## config.mk

```make
export PLATFORM = sky130hd
export DESIGN_NAME = fifo_pop_stream_adapter
export DESIGN_NICKNAME = d
export VERILOG_FILES = /design/src/rtl/fifo_pop_stream_adapter_pkg.sv /design/src/rtl/fifo_pop_stream_adapter_ring.sv /design/src/rtl/fifo_pop_stream_adapter.sv
export SDC_FILE = /design/constraint.sdc
export NUM_CORES = 1
export LEC_CHECK = 0
export ABC_AREA = 1
export ABC_CLOCK_PERIOD_IN_PS = 2800
export CORE_ASPECT_RATIO = 0.8
export CORE_UTILIZATION = 30
export DETAILED_ROUTE_END_ITERATION = 8
export PLACE_DENSITY = 0.47
export SYNTH_ARGS = -nofsm -noshare
export SYNTH_HDL_FRONTEND = slang
export SYNTH_SLANG_ARGS = --single-unit
```

## constraint.sdc

```tcl
create_clock -name clk -period 2.8 [get_ports clk]
set_input_delay 0.28 -clock clk [delete_from_list [all_inputs] [get_ports clk]]
set_output_delay 0.28 -clock clk [all_outputs]
set_load 0.02 [all_outputs]
```

## src/rtl/fifo_pop_stream_adapter_pkg.sv

```systemverilog
// Shared defaults and sizing helpers for the FIFO pop-to-stream adapter.
package fifo_pop_stream_adapter_pkg;

    localparam int unsigned DEF_DATA_WIDTH = 32;
    localparam int unsigned DEF_BUF_DEPTH  = 4;
    localparam int unsigned DEF_CNT_WIDTH  = 32;

    // Index width for a power-of-two ring of the given depth (never below 1 bit).
    function automatic int unsigned ptr_width(input int unsigned depth);
        return (depth > 1) ? $clog2(depth) : 1;
    endfunction

endpackage

```

## src/rtl/fifo_pop_stream_adapter_ring.sv

```systemverilog
// Register-array circular buffer: push, pop, showahead head word and entry count.
module fifo_pop_stream_adapter_ring
    import fifo_pop_stream_adapter_pkg::*;
#(
    parameter int unsigned DATA_WIDTH = DEF_DATA_WIDTH,
    parameter int unsigned DEPTH      = DEF_BUF_DEPTH
) (
    input  logic                    clk,
    input  logic                    reset_n,
    input  logic                    push,
    input  logic [DATA_WIDTH-1:0]   push_data,
    input  logic                    pop,
    output logic [DATA_WIDTH-1:0]   head_data_c,
    output logic [$clog2(DEPTH):0]  count,
    output logic                    drop_c
);

    localparam int unsigned PTR_W = ptr_width(DEPTH);
    localparam int unsigned CNT_W = $clog2(DEPTH) + 1;

    logic [DATA_WIDTH-1:0] mem [DEPTH];
    logic [PTR_W-1:0]      rd_ptr;
    logic [PTR_W-1:0]      wr_ptr;
    logic                  full;
    logic                  do_pop;
    logic                  do_push;

    // A full ring still accepts a push when the head leaves in the same cycle.
    assign full        = (count == CNT_W'(DEPTH));
    assign do_pop      = pop & (count != '0);
    assign do_push     = push & (~full | do_pop);
    assign drop_c      = push & full & ~do_pop;
    assign head_data_c = mem[rd_ptr];

    always_ff @(posedge clk or negedge reset_n) begin
        if (!reset_n) begin
            rd_ptr <= '0;
            wr_ptr <= '0;
            count  <= '0;
        end else begin
            if (do_push) begin
                wr_ptr <= wr_ptr + PTR_W'(1);
            end
            if (do_pop) begin
                rd_ptr <= rd_ptr + PTR_W'(1);
            end
            case ({do_push, do_pop})
                2'b10:   count <= count + CNT_W'(1);
                2'b01:   count <= count - CNT_W'(1);
                default: count <= count;
            endcase
        end
    end

    // Storage is intentionally left out of reset.
    always_ff @(posedge clk) begin
        if (do_push) begin
            mem[wr_ptr] <= push_data;
        end
    end

endmodule

```

## src/rtl/fifo_pop_stream_adapter.sv

```systemverilog
// Pops a non-showahead FIFO on credit and re-presents the words as a valid/ready stream.
module fifo_pop_stream_adapter
    import fifo_pop_stream_adapter_pkg::*;
#(
    parameter int unsigned DATA_WIDTH = DEF_DATA_WIDTH,
    parameter int unsigned BUF_DEPTH  = DEF_BUF_DEPTH,
    parameter int unsigned CNT_WIDTH  = DEF_CNT_WIDTH
) (
    input  logic                        clk,
    input  logic                        reset_n,
    output logic                        fifo_pop_enable,
    input  logic                        fifo_pop_valid,
    input  logic [DATA_WIDTH-1:0]       fifo_pop_data,
    input  logic                        fifo_pop_empty,
    output logic                        out_valid,
    output logic [DATA_WIDTH-1:0]       out_data,
    input  logic                        out_ready,
    output logic [$clog2(BUF_DEPTH):0]  occupancy,
    output logic [CNT_WIDTH-1:0]        word_count,
    output logic                        protocol_error
);

    localparam int unsigned OCC_W = $clog2(BUF_DEPTH) + 1;
    localparam int unsigned SUM_W = OCC_W + 1;

    logic armed;
    logic inflight;
    logic wr_valid;
    logic rd_fire;
    logic drop_c;

    // armed stays low for the first cycle after reset so a stale pop_valid is discarded.
    assign wr_valid  = fifo_pop_valid & armed;
    assign out_valid = (occupancy != '0);
    assign rd_fire   = out_valid & out_ready;

    // Only pop when the word, plus any already in flight, is guaranteed a buffer slot.
    assign fifo_pop_enable = armed & ~fifo_pop_empty &
                             ((SUM_W'(occupancy) + SUM_W'(inflight)) < SUM_W'(BUF_DEPTH));

    fifo_pop_stream_adapter_ring #(
        .DATA_WIDTH (DATA_WIDTH),
        .DEPTH      (BUF_DEPTH)
    ) u_ring (
        .clk         (clk),
        .reset_n     (reset_n),
        .push        (wr_valid),
        .push_data   (fifo_pop_data),
        .pop         (rd_fire),
        .head_data_c (out_data),
        .count       (occupancy),
        .drop_c      (drop_c)
    );

    always_ff @(posedge clk or negedge reset_n) begin
        if (!reset_n) begin
            armed          <= 1'b0;
            inflight       <= 1'b0;
            word_count     <= '0;
            protocol_error <= 1'b0;
        end else begin
            armed    <= 1'b1;
            inflight <= fifo_pop_enable;
            if (rd_fire) begin
                word_count <= word_count + CNT_WIDTH'(1);
            end
            if ((wr_valid & ~inflight) | drop_c) begin
                protocol_error <= 1'b1;
            end
        end
    end

endmodule

```

After elaboration in Yosys (flattened, before gate mapping). Memories as Yosys holds them, arrays and structs flattened. Cells that the tools add are included.

Output and inout port bits: 70. Memories kept: 1. Bits of input ports: 37. RAM bits: 128. Register bits: 42. Logic and storage cells: 38.

Bitwise gates (word level): 15. Eq/ne operators: 3. Mux-type cells: 3. Reductions and logical operators: 2. Order comparisons: 1. Add/sub/neg operators: 6.

Memories: u_ring.mem (words 4, bits a word 32, rd ports 1, clocked after memory_dff 0, write ports 1, RTL line fifo_pop_stream_adapter_ring.sv:21) `logic [DATA_WIDTH-1:0] mem [DEPTH];`.

Operators by type and width (number): 32-bit by 1-bit adder with 32-bit output (second input constant) (1); 1-bit AND (9); 3-bit case mux with 2 select lines (1); 2-bit by 1-bit adder with 2-bit output (second input constant) (2); 3-bit by 1-bit adder with 4-bit output (1); 4-bit by 3-bit < comparator with 1-bit output (second input constant) (1); 1-bit inverter (4); 3-bit by 1-bit adder with 3-bit output (second input constant) (1); 3-bit equality test (second input constant) (1); 3-bit nonzero test (1); 3-bit by 1-bit subtractor with 3-bit output (second input constant) (1); 2-bit by 1-bit equality test with 1-bit output (second input constant) (1); 2-bit equality test (second input constant) (1); 1-bit 2-to-1 mux (2); 1-bit OR (2); 2-bit nonzero test (1).

Logic depth before layout (Yosys ltp). Gate-level depths: netlist of the first run.

Depth in word-level cells: 7. Gate-level depth with buffers: 12. Gate-level depth less buffers: 12.

Hierarchy. Synthesis of the first run repeated with hierarchy kept, for this count alone.

Cells, all modules: 627. Area total of the unflattened synthesis: 7297.0 µm².

Modules (own cells, without submodules): fifo_pop_stream_adapter_ring (instances 1, seq. area each 4018.9 µm², cells an instance 368, area an instance 5221.3 µm²); fifo_pop_stream_adapter (instances 1, seq. area each 875.8 µm², cells an instance 259, area an instance 2075.7 µm²).

Worst setup path before layout of the first run. Ideal clock, no wire load.

Path type: reg-to-reg. From: reg u_ring.count[2]. To: mem u_ring.mem[0][0] (netlist bit) (enable). Clock period less this slack: 2.656 ns. Cell stages (with the launch flop): 6. Path buffers: 0. Data arrival time: 2.235 ns. Setup time: 0.421 ns. Setup slack: 0.144 ns. Required time: 2.379 ns. Cell sequence: dfrtp_1 -> inv_1 -> nor2_1 -> nand2_1 -> nand2_1 -> nor2_1.

Word-level cells in the longest chain between the ends: 7. Elaborated cells between the ends (all ways): 9. Those cells by class: eq/ne (1); mux (2); bitwise (5); reduce/logical (1).

RTL lines: start, declared (RTL line fifo_pop_stream_adapter_ring.sv:14) `output logic [$clog2(DEPTH):0] count,`; start signal, assigned (RTL line fifo_pop_stream_adapter_ring.sv:48) `2'b10: count <= count + CNT_W'(1);`; start signal, assigned (RTL line fifo_pop_stream_adapter_ring.sv:49) `2'b01: count <= count - CNT_W'(1);`; start signal, assigned (RTL line fifo_pop_stream_adapter_ring.sv:50) `default: count <= count;`; 3-bit nonzero test (RTL line fifo_pop_stream_adapter_ring.sv:30, fifo_pop_stream_adapter.sv:34); 1-bit AND (RTL line fifo_pop_stream_adapter.sv:35) `assign rd_fire = out_valid & out_ready;`; 1-bit AND (RTL line fifo_pop_stream_adapter_ring.sv:30) `assign do_pop = pop & (count != '0);`; 1-bit OR (*) (RTL line fifo_pop_stream_adapter_ring.sv:31) `assign do_push = push & (~full | do_pop);`; 1-bit AND (*) (RTL line fifo_pop_stream_adapter_ring.sv:31); 1-bit 2-to-1 mux (*) (RTL line fifo_pop_stream_adapter_ring.sv:57) `if (do_push) begin`; 1-bit 2-to-1 mux (not written as such) (*) (RTL line fifo_pop_stream_adapter_ring.sv:58) `mem[wr_ptr] <= push_data;`; end, declared (RTL line fifo_pop_stream_adapter_ring.sv:21).

Every way passes the cells marked *; elsewhere a longest branch is shown, timed or not.

Worst setup path after layout of the first run.
From: reg u_ring.rd_ptr[0]. To: out out_data[12].

Word-level cells in the longest chain between the ends: 1.

RTL lines: start, declared (RTL line fifo_pop_stream_adapter_ring.sv:22) `logic [PTR_W-1:0] rd_ptr;`; start signal, assigned (RTL line fifo_pop_stream_adapter_ring.sv:45) `rd_ptr <= rd_ptr + PTR_W'(1);`; memory read 4 x 32 bit; end, declared (RTL line fifo_pop_stream_adapter.sv:16) `output logic [DATA_WIDTH-1:0] out_data,`.

Every way passes these cells.

==> results of run 1 <==
-- per-stage QoR --
step                power [mW]  setup WS (ps)
floorplan                 4.96            144
global placement          6.42            455
global route              9.01           29.4
detailed placement        6.43            465
finish                    8.51            197
CTS                       8.64           4.10
-- logic make-up (layout without fill, tap and decap cells) --
family	count (synthesis)	in the layout	share of synthesized area
AND/OR/NAND/NOR	300	300	0.175
flip-flops	170	170	0.679
AO/OA/AOI/OAI	102	102	0.0769
buffers and inverters	65	194	0.0350
XOR/XNOR	18	18	0.0229
adder cells (fa/ha/maj)	6	6	0.0115
other	1	1	0.000520
-- registers in the layout, summed over array words and instances, names as in the netlist --
register / flops
u_ring.mem: 128
word_count: 32
u_ring.count: 3
u_ring.rd_ptr: 2
u_ring.wr_ptr: 2
armed: 1
inflight: 1
protocol_error: 1
-- power by group --
part / internal, mW / switching, mW
clock: 1.15 / 1.02
combinational: 1.25 / 1.91
sequential: 3.02 / 0.163
-- cell usage after synthesis --
cell      count  area (µm²)
dfrtp_1      42        1050
nand3_2       1        10.0
inv_2         1        3.75
and2_1        1        6.26
nand3b_1      3        22.5
nor2_2        6        37.5
nand2_1     141         529
inv_1        42         158
edfxtp_1    128        3840
nand4_1       4        25.0
o22ai_1      32         200
xor2_2        1        16.3
conb_1        1        3.75
nand2_4       2        22.5
nor3_1        2        10.0
a311oi_1      1        8.76
or2_2         1        6.26
nand2_2       5        31.3
clkbuf_1     15        56.3
xor2_1       13         114
xnor2_1       4        35.0
o21ai_0      65         325
a21oi_1       2        10.0
nor2_4        3        33.8
fa_1          1        20.0
ha_1          5        62.6
buf_2         7        35.0
nand3_1      13        65.1
nor2_1      117         439
nor2_8        1        20.0
o21ai_1       2        10.0
-- metal layers --
| metal | GRT usage | up-vias |
|---|---|---|
| met3 | 0.0294 | 7 |
| met1 | 0.216 | 2407 |
| met2 | 0.209 | 117 |
| met5 | 0 | - |
| met4 | 0.0540 | 0 |
| li1 | - | 2471 |
-- worst paths after layout --
check                      cells after the start        startpoint  slack (ps)           endpoint
hold / removal                                 1           reset_n          20     word_count[17]
setup reg to reg                               6   u_ring.count[2]         880  u_ring.mem[1][29]
hold reg to reg                                1    protocol_error         480     protocol_error
min in group clk                               2    fifo_pop_empty         410           inflight
max in group asynchronous                      1           reset_n        2110   u_ring.rd_ptr[0]
setup / recovery                               4  u_ring.rd_ptr[0]         200       out_data[12]
-- layout by cell type, fill, tap and decap left out, drive strengths merged, types with 2 or more instances in the layout --
cell type and n:
nor2 127, edfxtp 128, clkinvlp 3, nand3b 3, nand2 148, clkdlybuf4s50 105, xor2 14, clkinv 5
a21oi 2, clkbuf 17, o22ai 32, dfrtp 42, nand3 14, o21ai 67, nor3 2, inv 50
buf 14, xnor2 4, ha 5, nand4 4
-- worst max-delay path: stages, from the launching register on --
cell	delay, ps
dfrtp_2	370
buf_6	380
o21ai_0	160
o22ai_1	290
clkdlybuf4s50_1	690
-- area by class of cell --
cell class	instances	area, µm²
Fill cell	2304	14200
Sequential cell	170	4900
Timing Repair Buffer	119	1190
Clock inverter	15	118
Inverter	43	161
Clock buffer	17	425
Tap cell	312	390
Multi-Input combinational cell	427	2090
==> reports/summary.txt, run 1 <==
outcome - finished, final reports clean
Max Slew Vio Count - 0
worst path required time - 2520 ps
Die Span Y - 141 µm
count of cell types in the netlist - 31
pwr/cell area - 917 mW/mm²
Via density - 4.53
Worst Clk Skew - 8.68 ps
Synth warnings - 0
Core Box Area - 0.0235 mm²
overall die width - 175 µm
Net Count, Synth - 705
1st-pass router iterations - 5
leakage - 3.40 nW
Die Area - 0.0247 mm²
dpl hpwl - 11600 µm
Num CTS Buffers - 17
Critical Path End Type - output port
synthesis-to-finish area growth - 28.7%
Max-Cap Viols - 0
sinks on the clock net - 170
Avg Cell Area, Syn - 10.9 µm²
Resized cells post-CTS - 0
initial DRC count - 312
met2 routed WL - 7330 µm
WL/cell - 15.8 µm
gp weighted congestion - 0.845
Post-Synthesis Cells - 662
Final min period - 2600 ps
layout cells sized above 1 - 0.0910
routed vias - 5002
Worst-Skew Late Latency - 420 ps
Fin. Hold Viols - 0
wl on met1 - 9060 µm
PortBufs - 106
remaining antenna violation count - 0
final core occ - 0.395
Post CTS Setup Buffer Count - 0
dpl cell area - 0.00873 mm²
maximum fanout along the worst path - 65
hold_buf cts - 0
Root Buffer - clkbuf_16
Worst setup SP type - flop
TNS Setup - 0 ps
Hold Crit Class - in2async
mapped cell area - 0.00721 mm²
H-tree depth - 4
DP Cell Count - 1071
final setup fails - 0
worst-margin pin slew - 982 ps
final layout net count - 821
fin crit share - 0.930
vias in the first global route - 4877
WHS - 20.8 ps
Max-Slew Margin vs Limit - 0.345
FP Rows - 50
Final Instance Area - 0.00928 mm²
Routed WL - 17400 µm
drt drc - 0
largest net degree at the start of global routing - 66
Clock Path Buffers - 2
GRT Total Usage - 0.146
Clock transition at path regs - 70 ps
antenna diode instance count - 0
DR WL met3 - 883 µm
unrepaired setup endpoints after global routing - false
Ports - 107
initial antenna violation count - 0
global route overflow - 0
maximum VDD drop - 0.527 mV
#FFs+latches synth - 170
CTS tree - yes
Critical Path AT - 2320 ps
first-pass GRT wire length - 27200 µm
Non-Filler Instances - 1103
DR top layer - met4
kind of critical path - reg2out
Starting Density - 0.307
register area share after synthesis - 0.679
Fmax - 384 MHz
Power figures use the tool's default switching activity.
==> run 2, diff against run 1 <==
--- a/config.mk
+++ b/config.mk
@@ -11,2 +11,3 @@
 export CORE_UTILIZATION = 30
+export CTS_CLUSTER_SIZE = 28
 export DETAILED_ROUTE_END_ITERATION = 8
==> constraint.sdc (replaced) <==
create_clock -name clk -period 2.8 [get_ports clk]
set_input_delay 0.56 -clock clk [delete_from_list [all_inputs] [get_ports clk]]
set_output_delay 0.56 -clock clk [all_outputs]
set_load 0.02 [all_outputs]
==> run 2 against run 1 <==
Effect of this change: combinational power grew 2%; cell area increased by 1.6%; utilization up 0.65 points; clock skew rose by 5.1 ps; first-iteration DRC count decreased by 2.2%; non-clock buffer count rose by 8; routed wire length rose by 2.5%; flip-flop and latch count unchanged; clock power up 4%; fmax is 3.2% lower; power grew 1.9%; count of clock-buffer cells in the layout unchanged; largest cell class unchanged; highest routed layer is now met5.
==> reports/summary.txt, run 2 (synthesis results as in run 1) <==
Starting Density - 0.307
Max Slew Vio Count - 0
leakage - 3.57 nW
Switch Pwr - 3.19 mW
Via density - 4.57
Num CTS Buffers - 17
Worst setup SP type - flop
worst-margin pin slew - 527 ps
Worst Clk Skew - 13.8 ps
antenna diode instance count - 0
synthesis-to-finish area growth - 30.8%
Fin. Hold Viols - 0
worst path required time - 2240 ps
Clock transition at path regs - 70 ps
1st-pass router iterations - 5
Fmax - 372 MHz
final layout net count - 829
TNS Setup - 0 ps
clock power share - 0.261
first-pass GRT wire length - 28000 µm
maximum VDD drop - 0.488 mV
layout cells sized above 1 - 0.101
initial antenna violation count - 1
top flop regs - u_ring.mem (128), word_count (32), u_ring.count (3)
WHS - 86.7 ps
global route overflow - 0
H-tree depth - 4
FP Rows - 50
switching share of power - 0.367
Routed WL - 17800 µm
unrepaired setup endpoints after global routing - false
Die Span Y - 141 µm
Clock Path Buffers - 2
routed vias - 5081
Max-Slew Margin vs Limit - 0.648
initial DRC count - 305
Reg power frac - 0.366
dpl hpwl - 11700 µm
internal power - 5.49 mW
pwr/cell area - 919 mW/mm²
most frequent cells in the layout - nand2_1 (141), edfxtp_1 (128), nor2_1 (113), clkdlybuf4s50_1 (93), o21ai_0 (65)
Fillers - 2308
outcome - finished, final reports clean
final setup fails - 0
WL/cell - 16.0 µm
worst r2r path cells - 6
drt drc - 0
Die Area - 0.0247 mm²
Worst-Skew Late Latency - 430 ps
Post CTS Setup Buffer Count - 0
Ports - 107
kind of critical path - reg2out
vias in the first global route - 5047
Largest register FFs - 128
Hold Crit Class - in2async
remaining antenna violation count - 0
commonest non-fill, non-tap cell in the layout - nand2_1
sequential cell area - 0.00490 mm²
Critical Path AT - 2130 ps
gp weighted congestion - 0.848
Core Box Area - 0.0235 mm²
largest net degree at the start of global routing - 43
Critical Path End Type - output port
sinks on the clock net - 170
CTS tree - yes
fin crit share - 0.960
maximum fanout along the worst path - 23
Root Buffer - clkbuf_16
Final min period - 2690 ps
PortBufs - 106
Top reg by flops - u_ring.mem
area of the multi-input gates - 0.00209 mm²
GRT Total Usage - 0.150
overall die width - 175 µm
Logic pwr share - 0.373
Max-Cap Viols - 0
==> run 2: worst max-delay path: stages (launching register included) <==
cell and delay [ps]:
dfrtp_2 440, inv_4 160, buf_12 180, o21ai_0 90, o22ai_1 170, clkdlybuf4s50_1 650
==> run 2: per-stage QoR <==
| stage | cell area (µm²) | instances | worst slack (ps) | util | power (mW) |
|---|---|---|---|---|---|
| 2_1_floorplan | 7210 | 662 | 144 | - | 4.96 |
| 3_3_place_gp | 8820 | 1079 | 324 | 0.375 | 6.46 |
| 3_5_place_dp | 8820 | 1079 | 322 | 0.375 | 6.51 |
| 4_1_cts | 9400 | 1111 | 3.87 | 0.400 | 8.83 |
| 5_1_grt | 9430 | 1111 | 13.9 | 0.401 | 9.14 |
| 6_report | 9430 | 1111 | 111 | 0.401 | 8.67 |
==> run 2: metal layers <==
metal	wire length, µm	part of all wire	global-route usage
met1	8820	0.50	0.206
met5	9	0.00051	0
met2	7820	0.44	0.232
met3	957	0.054	0.0380
met4	196	0.011	0.0453
==> run 2: path summary, 6_finish.rpt <==
kind	slack (ps)	startpoint	endpoint
worst max-delay path	110	u_ring.rd_ptr[0]	out_data[23]
worst min-delay path	90	reset_n	word_count[31]
worst max register to register	930	u_ring.count[2]	u_ring.mem[2][13]
worst min register to register	490	protocol_error	protocol_error
max in group asynchronous	2110	reset_n	inflight
min in group clk	490	protocol_error	protocol_error
==> run 2: final cells by class <==
cell class / count / area share
flip-flops and latches: 170 / 0.519
repair buffers: 127 / 0.139
inverters: 43 / 0.0174
multi-input cells: 427 / 0.222
well taps: 312 / 0.0414
clock inverters: 15 / 0.0158
clock buffers: 17 / 0.0451
==> run 2: power groups by stage <==
stage | Clock [mW] | Sequential (mW) | Combinational (mW)
finish | 2.26 | 3.17 | 3.23
global route | 2.42 | 3.21 | 3.52
CTS | 2.34 | 3.17 | 3.31
detailed placement | 0 | 3.22 | 3.29
global placement | 0 | 3.21 | 3.25
floorplan | 0 | 3.28 | 1.68
==> run 2: what timing repair did <==
item	4_1_cts	5_1_grt
gates cloned	0	0
resized for setup	4	12
hold buffers	0	0
setup endpoints to repair	9	9
